`src/rtl/host_monitor_pkg.sv`:
```
// Shared types and helpers for the host-communication monitor:
// character FIFO entry, channel-index width and address comparison.
package host_monitor_pkg;

   localparam int unsigned MAX_CH_W   = 8;
   localparam int unsigned MAX_ADDR_W = 128;

   typedef struct packed {
      logic [7:0]          data;
      logic [MAX_CH_W-1:0] ch;
   } char_entry_t;

   function automatic int unsigned ch_width(input int unsigned n);
      return (n <= 2) ? 1 : $clog2(n);
   endfunction

   // Compare (waddr + base) against target, truncated to the low 'width' bits
   function automatic logic addr_match(input logic [MAX_ADDR_W-1:0] waddr,
                                       input logic [MAX_ADDR_W-1:0] base,
                                       input logic [MAX_ADDR_W-1:0] target,
                                       input int unsigned           width);
      logic [MAX_ADDR_W-1:0] mask;
      mask = (width >= MAX_ADDR_W) ? '1 : ((MAX_ADDR_W'(1) << width) - MAX_ADDR_W'(1));
      return (((waddr + base) ^ target) & mask) == '0;
   endfunction

endpackage

```
`src/rtl/host_char_fifo.sv`:
```
// Small synchronous FIFO for tagged characters; a push into a full FIFO is
// accepted when a pop happens in the same cycle.
module host_char_fifo #(
   parameter type         T     = logic [7:0],
   parameter int unsigned DEPTH = 16
) (
   input  logic clk_i,
   input  logic arst_i,
   input  logic push_i,
   input  T     data_i,
   input  logic pop_i,
   output logic valid_o,
   output logic push_ok_o,
   output T     data_o
);

   localparam int unsigned PTR_W = $clog2(DEPTH);

   T               r_mem [DEPTH];
   logic [PTR_W:0] r_wrPtr;
   logic [PTR_W:0] r_rdPtr;
   logic [PTR_W:0] w_count;
   logic           w_full;
   logic           w_pop;
   logic           w_push;

   // Pointers carry one extra bit so full (count == DEPTH) shows as the MSB
   assign w_count   = r_wrPtr - r_rdPtr;
   assign valid_o   = (w_count != '0);
   assign w_full    = w_count[PTR_W];
   assign w_pop     = pop_i & valid_o;
   assign w_push    = push_i & (~w_full | w_pop);
   assign push_ok_o = w_push;
   assign data_o    = valid_o ? r_mem[r_rdPtr[PTR_W-1:0]] : '0;

   always_ff @(posedge clk_i) begin
      if (w_push) begin
         r_mem[r_wrPtr[PTR_W-1:0]] <= data_i;
      end
   end

   always_ff @(posedge clk_i or posedge arst_i) begin
      if (arst_i) begin
         r_wrPtr <= '0;
         r_rdPtr <= '0;
      end else begin
         if (w_push) begin
            r_wrPtr <= r_wrPtr + (PTR_W+1)'(1);
         end
         if (w_pop) begin
            r_rdPtr <= r_rdPtr + (PTR_W+1)'(1);
         end
      end
   end

endmodule

```
`src/rtl/host_monitor.sv`:
```
// Snoops memory writes for per-hart putchar/tohost addresses, streams tagged
// characters and latches exit codes, and aggregates done/fail/timeout status.
module host_monitor
   import host_monitor_pkg::*;
#(
   parameter int unsigned       NUM_CH         = 2,
   parameter int unsigned       ADDR_W         = 64,
   parameter int unsigned       DATA_W         = 64,
   parameter logic [ADDR_W-1:0] MEM_BASE       = '0,
   parameter int unsigned       FIFO_DEPTH     = 16,
   parameter int unsigned       TIMEOUT_CYCLES = 100000,
   parameter int unsigned       CNT_W          = 32,
   localparam int unsigned      CH_W           = ch_width(NUM_CH),
   localparam int unsigned      STRB_W         = DATA_W / 8
) (
   input  logic                     clk_i,
   input  logic                     arst_i,
   input  logic                     enable_i,
   input  logic [NUM_CH*ADDR_W-1:0] putchar_addr_i,
   input  logic [NUM_CH*ADDR_W-1:0] tohost_addr_i,
   input  logic                     mem_we_i,
   input  logic [ADDR_W-1:0]        mem_waddr_i,
   input  logic [STRB_W-1:0]        mem_wstrb_i,
   input  logic [DATA_W-1:0]        mem_wdata_i,
   output logic                     char_valid_o,
   input  logic                     char_ready_i,
   output logic [7:0]               char_data_o,
   output logic [CH_W-1:0]          char_ch_o,
   output logic [NUM_CH-1:0]        exit_valid_o,
   output logic [NUM_CH*DATA_W-1:0] exit_code_o,
   output logic                     all_done_o,
   output logic                     fail_o,
   output logic                     timeout_o,
   output logic [CNT_W-1:0]         cycle_cnt_o,
   output logic [CNT_W-1:0]         drop_cnt_o
);

   logic [NUM_CH-1:0] w_putHit;
   logic [NUM_CH-1:0] w_toHit;
   logic              w_push;
   logic [CH_W-1:0]   w_putCh;
   logic [NUM_CH-1:0] w_capture;
   logic [DATA_W-1:0] w_maskedData;
   logic              w_pushOk;
   logic              w_allDone;
   logic              w_anyBad;
   logic              w_stop;
   char_entry_t       w_entry;
   char_entry_t       w_head;

   logic [NUM_CH-1:0] r_exitValid;
   logic [DATA_W-1:0] r_exitCode [NUM_CH];
   logic [CNT_W-1:0]  r_cycleCnt;
   logic [CNT_W-1:0]  r_dropCnt;
   logic              r_timeout;

   always_comb begin
      w_putHit = '0;
      w_toHit  = '0;
      for (int c = 0; c < NUM_CH; c++) begin
         w_putHit[c] = enable_i & mem_we_i & mem_wstrb_i[0] &
                       addr_match(MAX_ADDR_W'(mem_waddr_i), MAX_ADDR_W'(MEM_BASE),
                                  MAX_ADDR_W'(putchar_addr_i[c*ADDR_W +: ADDR_W]), ADDR_W);
         w_toHit[c]  = enable_i & mem_we_i &
                       addr_match(MAX_ADDR_W'(mem_waddr_i), MAX_ADDR_W'(MEM_BASE),
                                  MAX_ADDR_W'(tohost_addr_i[c*ADDR_W +: ADDR_W]), ADDR_W);
      end
   end

   // Scan from the top so the lowest matching channel overrides the others
   always_comb begin
      w_push    = 1'b0;
      w_putCh   = '0;
      w_capture = '0;
      for (int c = NUM_CH - 1; c >= 0; c--) begin
         if (w_putHit[c]) begin
            w_push  = 1'b1;
            w_putCh = CH_W'(c);
         end
         if (w_toHit[c]) begin
            w_capture    = '0;
            w_capture[c] = ~r_exitValid[c];
         end
      end
   end

   always_comb begin
      w_maskedData = '0;
      for (int b = 0; b < STRB_W; b++) begin
         w_maskedData[b*8 +: 8] = mem_wstrb_i[b] ? mem_wdata_i[b*8 +: 8] : 8'h00;
      end
   end

   always_comb begin
      w_entry      = '0;
      w_entry.data = mem_wdata_i[7:0];
      w_entry.ch   = MAX_CH_W'(w_putCh);
   end

   host_char_fifo #(
      .T     (char_entry_t),
      .DEPTH (FIFO_DEPTH)
   ) u_fifo (
      .clk_i     (clk_i),
      .arst_i    (arst_i),
      .push_i    (w_push),
      .data_i    (w_entry),
      .pop_i     (char_ready_i),
      .valid_o   (char_valid_o),
      .push_ok_o (w_pushOk),
      .data_o    (w_head)
   );

   assign char_data_o = w_head.data;
   assign char_ch_o   = CH_W'(w_head.ch);

   always_ff @(posedge clk_i or posedge arst_i) begin
      if (arst_i) begin
         r_exitValid <= '0;
         for (int c = 0; c < NUM_CH; c++) begin
            r_exitCode[c] <= '0;
         end
      end else begin
         for (int c = 0; c < NUM_CH; c++) begin
            if (w_capture[c]) begin
               r_exitValid[c] <= 1'b1;
               r_exitCode[c]  <= w_maskedData;
            end
         end
      end
   end

   always_comb begin
      w_anyBad    = 1'b0;
      exit_code_o = '0;
      for (int c = 0; c < NUM_CH; c++) begin
         exit_code_o[c*DATA_W +: DATA_W] = r_exitCode[c];
         w_anyBad = w_anyBad | (r_exitValid[c] & (r_exitCode[c] != '0));
      end
   end

   assign w_allDone    = &r_exitValid;
   assign w_stop       = w_allDone | r_timeout;
   assign exit_valid_o = r_exitValid;
   assign all_done_o   = w_allDone;
   assign timeout_o    = r_timeout;
   assign fail_o       = r_timeout | w_anyBad;
   assign cycle_cnt_o  = r_cycleCnt;
   assign drop_cnt_o   = r_dropCnt;

   // Counters freeze once the run is over (all harts done or timed out)
   always_ff @(posedge clk_i or posedge arst_i) begin
      if (arst_i) begin
         r_cycleCnt <= '0;
         r_dropCnt  <= '0;
         r_timeout  <= 1'b0;
      end else begin
         if (enable_i && !w_stop) begin
            if (r_cycleCnt != '1) begin
               r_cycleCnt <= r_cycleCnt + CNT_W'(1);
            end
            if ((TIMEOUT_CYCLES != 0) && (r_cycleCnt == CNT_W'(TIMEOUT_CYCLES - 1))) begin
               r_timeout <= 1'b1;
            end
         end
         if (w_push && !w_pushOk && !w_stop && (r_dropCnt != '1)) begin
            r_dropCnt <= r_dropCnt + CNT_W'(1);
         end
      end
   end

endmodule

```
`config.mk`:
```
export PLATFORM = sky130hd
export DESIGN_NAME = host_monitor
export DESIGN_NICKNAME = d
export VERILOG_FILES = /design/src/rtl/host_monitor_pkg.sv /design/src/rtl/host_char_fifo.sv /design/src/rtl/host_monitor.sv
export SDC_FILE = /design/constraint.sdc
export NUM_CORES = 1
export LEC_CHECK = 0
export CAP_MARGIN = 10
export CORE_AREA = 3 3 235 237
export DETAILED_ROUTE_END_ITERATION = 7
export DIE_AREA = 0 0 238 240
export GPL_TIMING_DRIVEN = 0
export REMOVE_ABC_BUFFERS = 1
export SYNTH_ARGS = -nofsm -noshare
export SYNTH_HDL_FRONTEND = slang
export SYNTH_SLANG_ARGS = --single-unit
export TNS_END_PERCENT = 50
```
`constraint.sdc`:
```
create_clock -name clk_i -period 6.45 [get_ports clk_i]
set_clock_uncertainty 0.1 [all_clocks]
set_input_delay 1.29 -clock clk_i [delete_from_list [all_inputs] [get_ports clk_i]]
set_output_delay 1.29 -clock clk_i [all_outputs]
set_load 0.05 [all_outputs]
```
# Yosys cells after proc, flatten, opt, wreduce, memory -nomap -nowiden
# Memory sizes are Yosys's and may differ from the RTL's.
# Cells that the tools add are included.
[totals]
regBits = 205
ram_bits = 144
in_bits = 397
out_inout_bits = 207
elab_cells = 71
n_memories = 1
[memory_table]
columns = ["memory", "depth", "word_bits", "rd", "rd_clocked_by_memory_dff", "wr", "line", "rtl"]
rows = [
  ["u_fifo.r_mem", 16, 9, 1, 0, 1, "host_char_fifo.sv:19", "T r_mem [DEPTH];"],
]
[classes]
addsub = 5
eq_ne = 3
muxes = 16
bitwise = 21
n_reduce_logical = 16
[ops]
columns = ["cell", "count"]
rows = [
  ["zero test 128 bit", 4],
  ["bitwise XOR 64 bit", 4],
  ["nonzero test 64 bit", 2],
  ["adder 32 x 1 -> 32 bit, second input constant", 2],
  ["2-to-1 mux 8 bit", 8],
  ["!= test 32 bit, second input constant", 2],
  ["== test 32 x 17 -> 1 bit, second input constant", 1],
  ["2-to-1 mux 16 bit", 1],
  ["adder 5 x 1 -> 5 bit, second input constant", 2],
  ["AND 1 bit", 10],
  ["AND reduction 2 bit", 3],
  ["2-to-1 mux 1 bit", 5],
  ["nonzero test 5 bit", 1],
  ["subtractor 5 bit", 1],
  ["logical AND 1 bit", 4],
  ["2-to-1 mux 2 bit", 2],
  ["bitwise OR 1 bit", 4],
  ["NOT 1 bit", 3],
  ["zero test 1 bit", 2],
]

# Logic depth before layout (Yosys ltp)
[logic_depth]
word_depth = 10
mapped_depth = 14
depth_no_buf = 10

# By module
# A second synthesis with hierarchy kept.
[hier_totals]
hier_cells = 1705
hier_area_um2 = 21896.0
[by_module_without_submodules]
columns = ["module", "n_inst", "cells_each", "area_per_inst_um2", "seq_area_each_um2"]
rows = [
  ["host_monitor", 1, 1195, 11373.4, 4879.7],
  ["host_char_fifo", 1, 510, 10522.6, 7937.6],
]

# Worst setup path after synthesis
# OpenSTA, ideal clock, no wires.
[synth_path]
path_kind = "register to output"
from = "register u_fifo.r_rdPtr[1]"
to = "output port char_ch_o"
arrival_ns = 2.909
t_required_ns = 5.060
slack_ns = 2.151
path_stages_with_launch = 12
path_cell_list = "dfrtp_1 -> clkbuf_1 -> buf_1 -> inv_1 -> ha_1 -> nor2b_1 -> o21ai_0 -> a21oi_1 -> a31oi_1 -> nor2_1 -> clkbuf_1 -> nor2b_1"
[synth_via]
elab_chain_cells = 3
elab_cells_between_ends = 4
classes_between = "1 x add/sub; 1 x mux; 1 x reduce/logical; 1 x memory"
[synth_rtl]
columns = ["item", "line", "rtl"]
rows = [
  ["start, declared", "host_char_fifo.sv:21", "logic [PTR_W:0] r_rdPtr;"],
  ["start signal, assigned", "host_char_fifo.sv:51", "r_rdPtr <= r_rdPtr + (PTR_W+1)'(1);"],
  ["subtractor 5 bit", "host_char_fifo.sv:28", "assign w_count = r_wrPtr - r_rdPtr;"],
  ["nonzero test 5 bit", "host_char_fifo.sv:29", "assign valid_o = (w_count != '0);"],
  ["2-to-1 mux 16 bit *", "host_char_fifo.sv:34", "assign data_o = valid_o ? r_mem[r_rdPtr[PTR_W-1:0]] : '0;"],
  ["end, declared", "host_monitor.sv:28", "output logic [CH_W-1:0] char_ch_o,"],
]
# Every way passes the cells marked *; elsewhere a longest branch is shown, timed or not.

# Final worst setup path
[layout_path]
from = "input port mem_waddr_i[12]"
to = "memory u_fifo.r_mem[8][2] in the netlist's numbering, enable pin"
[layout_via]
elab_chain_cells = 8
elab_cells_between_ends = 11
classes_between = "4 x mux; 5 x bitwise; 2 x reduce/logical"
[layout_rtl]
columns = ["item", "line", "rtl"]
rows = [
  ["start, declared", "host_monitor.sv:22", "input logic [ADDR_W-1:0] mem_waddr_i,"],
  ["bitwise XOR 64 bit", "host_monitor_pkg.sv:24", "return (((waddr + base) ^ target) & mask) == '0;"],
  ["zero test 128 bit", "host_monitor_pkg.sv:24", ""],
  ["AND 1 bit", "host_monitor.sv:61", "w_putHit[c] = enable_i & mem_we_i & mem_wstrb_i[0] &"],
  ["2-to-1 mux 1 bit", "host_monitor.sv:76", "if (w_putHit[c]) begin"],
  ["2-to-1 mux 1 bit *", "host_monitor.sv:76", ""],
  ["AND 1 bit *", "host_char_fifo.sv:32", "assign w_push = push_i & (~w_full | w_pop);"],
  ["2-to-1 mux 1 bit *", "host_char_fifo.sv:37", "if (w_push) begin"],
  ["2-to-1 mux 1 bit (implied by the code) *", "host_char_fifo.sv:38", "r_mem[r_wrPtr[PTR_W-1:0]] <= data_i;"],
  ["end, declared", "host_char_fifo.sv:19", ""],
]
# Marks and branches as above.

==> impl_metrics.env <==
export IMPL_status="completed"
export IMPL_hold_class="reg2reg"
export IMPL_cts_tree="yes"
export IMPL_ys_seq_area_frac=0.549
export IMPL_max_clock_path_buffers=3
export IMPL_syn_area_per_cell_um2=11.4
export IMPL_drc=0
export IMPL_vias=14500
export IMPL_grt_pass1_vias=14600
export IMPL_yosysWarnings=0
export IMPL_ios=604
export IMPL_crit_required_ns=6.49
export IMPL_first_iter_violations=1167
export IMPL_ant_nets=0
export IMPL_p_leak_nw=9.87
export IMPL_synth_edff_count=144
export IMPL_r2r_cells=8
export IMPL_final_cell_area_um2=25400
export IMPL_synthCells=1508
export IMPL_async_flop_share=0.587
export IMPL_p_per_area_nw_per_um2=236
export IMPL_crit_path_end_kind="flop"
export IMPL_finalCriticalPeriod_ns=5.58
export IMPL_root_buffer="clkbuf_16"
export IMPL_rsz0062_at_grt="false"
export IMPL_routed_wl_um=78100
export IMPL_hpwl_um=63600
export IMPL_viasPerCell=5.13
export IMPL_dieArea_um2=57100
export IMPL_multi_input_area_um2=7370
export IMPL_drv_cap=0
export IMPL_die_w_um=238
export IMPL_core_um2=53500
export IMPL_die_h_um=240
export IMPL_wl_per_cell_um=27.6
export IMPL_insertion_delay_ns=0.53
export IMPL_dr_pass1_iters=4
export IMPL_worstHoldStart="u_fifo.r_wrPtr[4]$_DFFE_PP0P_"
export IMPL_clkTransAtPathRegs_ns=0.06
export IMPL_rows=85
export IMPL_irDropWorstVdd_v=0.000165
export IMPL_fillers=4891
export IMPL_cts_sinks=349
export IMPL_r2r_start="u_fifo.r_rdPtr[0]$_DFFE_PP0P_"
export IMPL_fmax_mhz=179
export IMPL_critPathLaunch="mem_waddr_i[12]"
export IMPL_antenna_found_initial=9
export IMPL_htreeDepth=2
export IMPL_worstMarginPinSlew_ns=1.24
export IMPL_path_class="in2reg"
export IMPL_setup_tns_ns=0
export IMPL_dpl_cell_area_um2=24100
export IMPL_regArea_um2=9460
export IMPL_slew_headroom=0.167
export IMPL_io_buffers=603
export IMPL_cp_max_fo=9
export IMPL_grt_pass1_wl_um=107000
export IMPL_synth_cell_types=50
export IMPL_grt_ovfl_total=0
export IMPL_hold_viol_final=0
export IMPL_syn_area_um2=17200
export IMPL_synth_ff_latch_count=349
export IMPL_worstSetupStartpointType="input pin"
export IMPL_finalPower_mw=6.00
export IMPL_cts_resized=0
export IMPL_grt_util_all_layers=0.266
export IMPL_gp_congestion=0.950
export IMPL_slew_violations=0
export IMPL_area_delta_synth_final_pct=47.6
export IMPL_cp_arrival_ns=5.62
export IMPL_initial_core_util=0.322
export IMPL_grt_max_degree=109
export IMPL_finalSetupViolations=0
export IMPL_synthFlopType="dfrtp_1"
export IMPL_postCtsSetupBuffers=0
export IMPL_postCtsHoldBufs=0
export IMPL_fin_crit_sh=0.865
export IMPL_layout_nets=2515
export IMPL_drive_gt1_frac=0.0646
export IMPL_min_path_cells=1
export IMPL_cts_buffers=37
[per-layer routing]
metal,vias up,global-route usage,routed length [um]
met2,600,0.400,34500
met1,7247,0.365,33900
met4,12,0.0579,1590
met5,-,0,87
met3,97,0.105,8000
li1,6588,-,-
[cell usage in the layout (no fill, tap or decap), types with 7 or more instances in the layout]
cell type        instances
clkdlybuf4s50_1        603
nand2_1                237
xor2_1                 209
dfrtp_1                203
edfxtp_1               144
o21ai_0                129
xnor2_1                 94
nor4_1                  87
nand4_1                 47
mux4_2                  45
clkbuf_16               38
inv_1                   37
nor2_1                  37
nand3_1                 34
nor3_1                  24
nor2b_1                 14
and3_1                  13
ha_1                    11
nand2b_1                 8
clkinv_2                 7
[stage by stage]
| step | std cells | setup slack [ns] | hold WS (ns) | utilization |
|---|---|---|---|---|
| 6_report | 2834 | 0.873 | 0.385 | 0.475 |
| 5_1_grt | 2834 | 0.670 | 0.404 | 0.475 |
| 4_1_cts | 2828 | 0.893 | 0.388 | 0.474 |
| 3_5_place_dp | 2761 | 0.373 | 0.378 | 0.451 |
| 3_3_place_gp | 2744 | -3.49 | 0.376 | 0.446 |
| 2_1_floorplan | 1445 | -0.536 | 0.362 | - |
[final cells by class]
| cell class | instances | area share |
|---|---|---|
| Clock inverter | 20 | 0.00793 |
| Multi-Input combinational cell | 1057 | 0.290 |
| Antenna cell | 3 | 0.000295 |
| Clock buffer | 47 | 0.0407 |
| Timing Repair Buffer | 623 | 0.249 |
| Tap cell | 696 | 0.0343 |
| Inverter | 39 | 0.00606 |
| Sequential cell | 349 | 0.372 |
[Yosys cell counts, drive strengths merged, types with 2 or more instances]
cell type | n | area share
ha | 11 | 0.0080
dfrtp | 205 | 0.30
nand2 | 237 | 0.052
mux4 | 45 | 0.059
nor4b | 5 | 0.0025
clkbuf | 34 | 0.0075
a2111oi | 2 | 0.0010
nor2b | 14 | 0.0051
nor2 | 37 | 0.0081
buf | 29 | 0.0086
and2 | 4 | 0.0015
nand3 | 34 | 0.0099
inv | 39 | 0.0085
and3 | 13 | 0.0047
nor4 | 89 | 0.033
o22ai | 6 | 0.0022
o2bb2ai | 5 | 0.0025
mux2 | 2 | 0.0013
o21ai | 131 | 0.038
and4 | 2 | 0.0010
a21o | 2 | 0.00087
or3 | 6 | 0.0022
a221oi | 3 | 0.0015
a21oi | 6 | 0.0017
edfxtp | 144 | 0.25
nor3 | 28 | 0.0081
or4 | 2 | 0.00087
o2111ai | 2 | 0.0010
xnor2 | 94 | 0.048
nand4 | 47 | 0.017
nand2b | 8 | 0.0029
xor2 | 209 | 0.11
o221ai | 2 | 0.0010
[path summary, 6_finish.rpt]
check                                                 to  slack, ns
max                         u_fifo.r_mem[8][2]$_DFFE_PP_       0.87
max in group asynchronous  u_fifo.r_rdPtr[0]$_DFFE_PP0P_       4.04
max reg2reg                 u_fifo.r_mem[8][2]$_DFFE_PP_       2.44
min                        u_fifo.r_wrPtr[4]$_DFFE_PP0P_       0.38
min in group asynchronous    exit_code_o[40]$_DFFE_PP0P_       1.20
min reg2reg                u_fifo.r_wrPtr[4]$_DFFE_PP0P_       0.38
[kinds of logic (layout without fill, tap and decap cells)]
kind of cell,after synthesis,after routing,share of synthesized area
XOR/XNOR,303,303,0.154
other,0,3,0
multiplexers,47,47,0.0602
AO/OA/AOI/OAI,168,168,0.0544
AND/OR/NAND/NOR,528,528,0.150
adder cells (fa/ha/maj),11,11,0.00799
flip-flops,349,349,0.549
buffers and inverters,102,729,0.0246
[power breakdown]
part / switching [mW] / leakage (nW) / internal, mW
registers: 0.133 / 4.09 / 2.33
logic: 0.667 / 5.18 / 0.716
clock network: 0.893 / 0.608 / 1.26
[state kept, by name, summed over array words and instances (netlist names)]
register,flops
u_fifo.r_wrPtr,5
drop_cnt_o,32
exit_code_o,128
u_fifo.r_rdPtr,5
exit_valid_o,2
cycle_cnt_o,32
timeout_o,1
u_fifo.r_mem,144
[critical path, cell delays in order]
cell and delay (ns):
clkdlybuf4s50_1 0.79, xor2_1 0.32, nor4_1 0.72, nand4_1 0.21, nor4_2 0.26, a22oi_1 0.31
nor2_1 0.48, nand2_1 0.25, nor2_1 0.97
No activity file was read; power rests on OpenSTA's default activity.
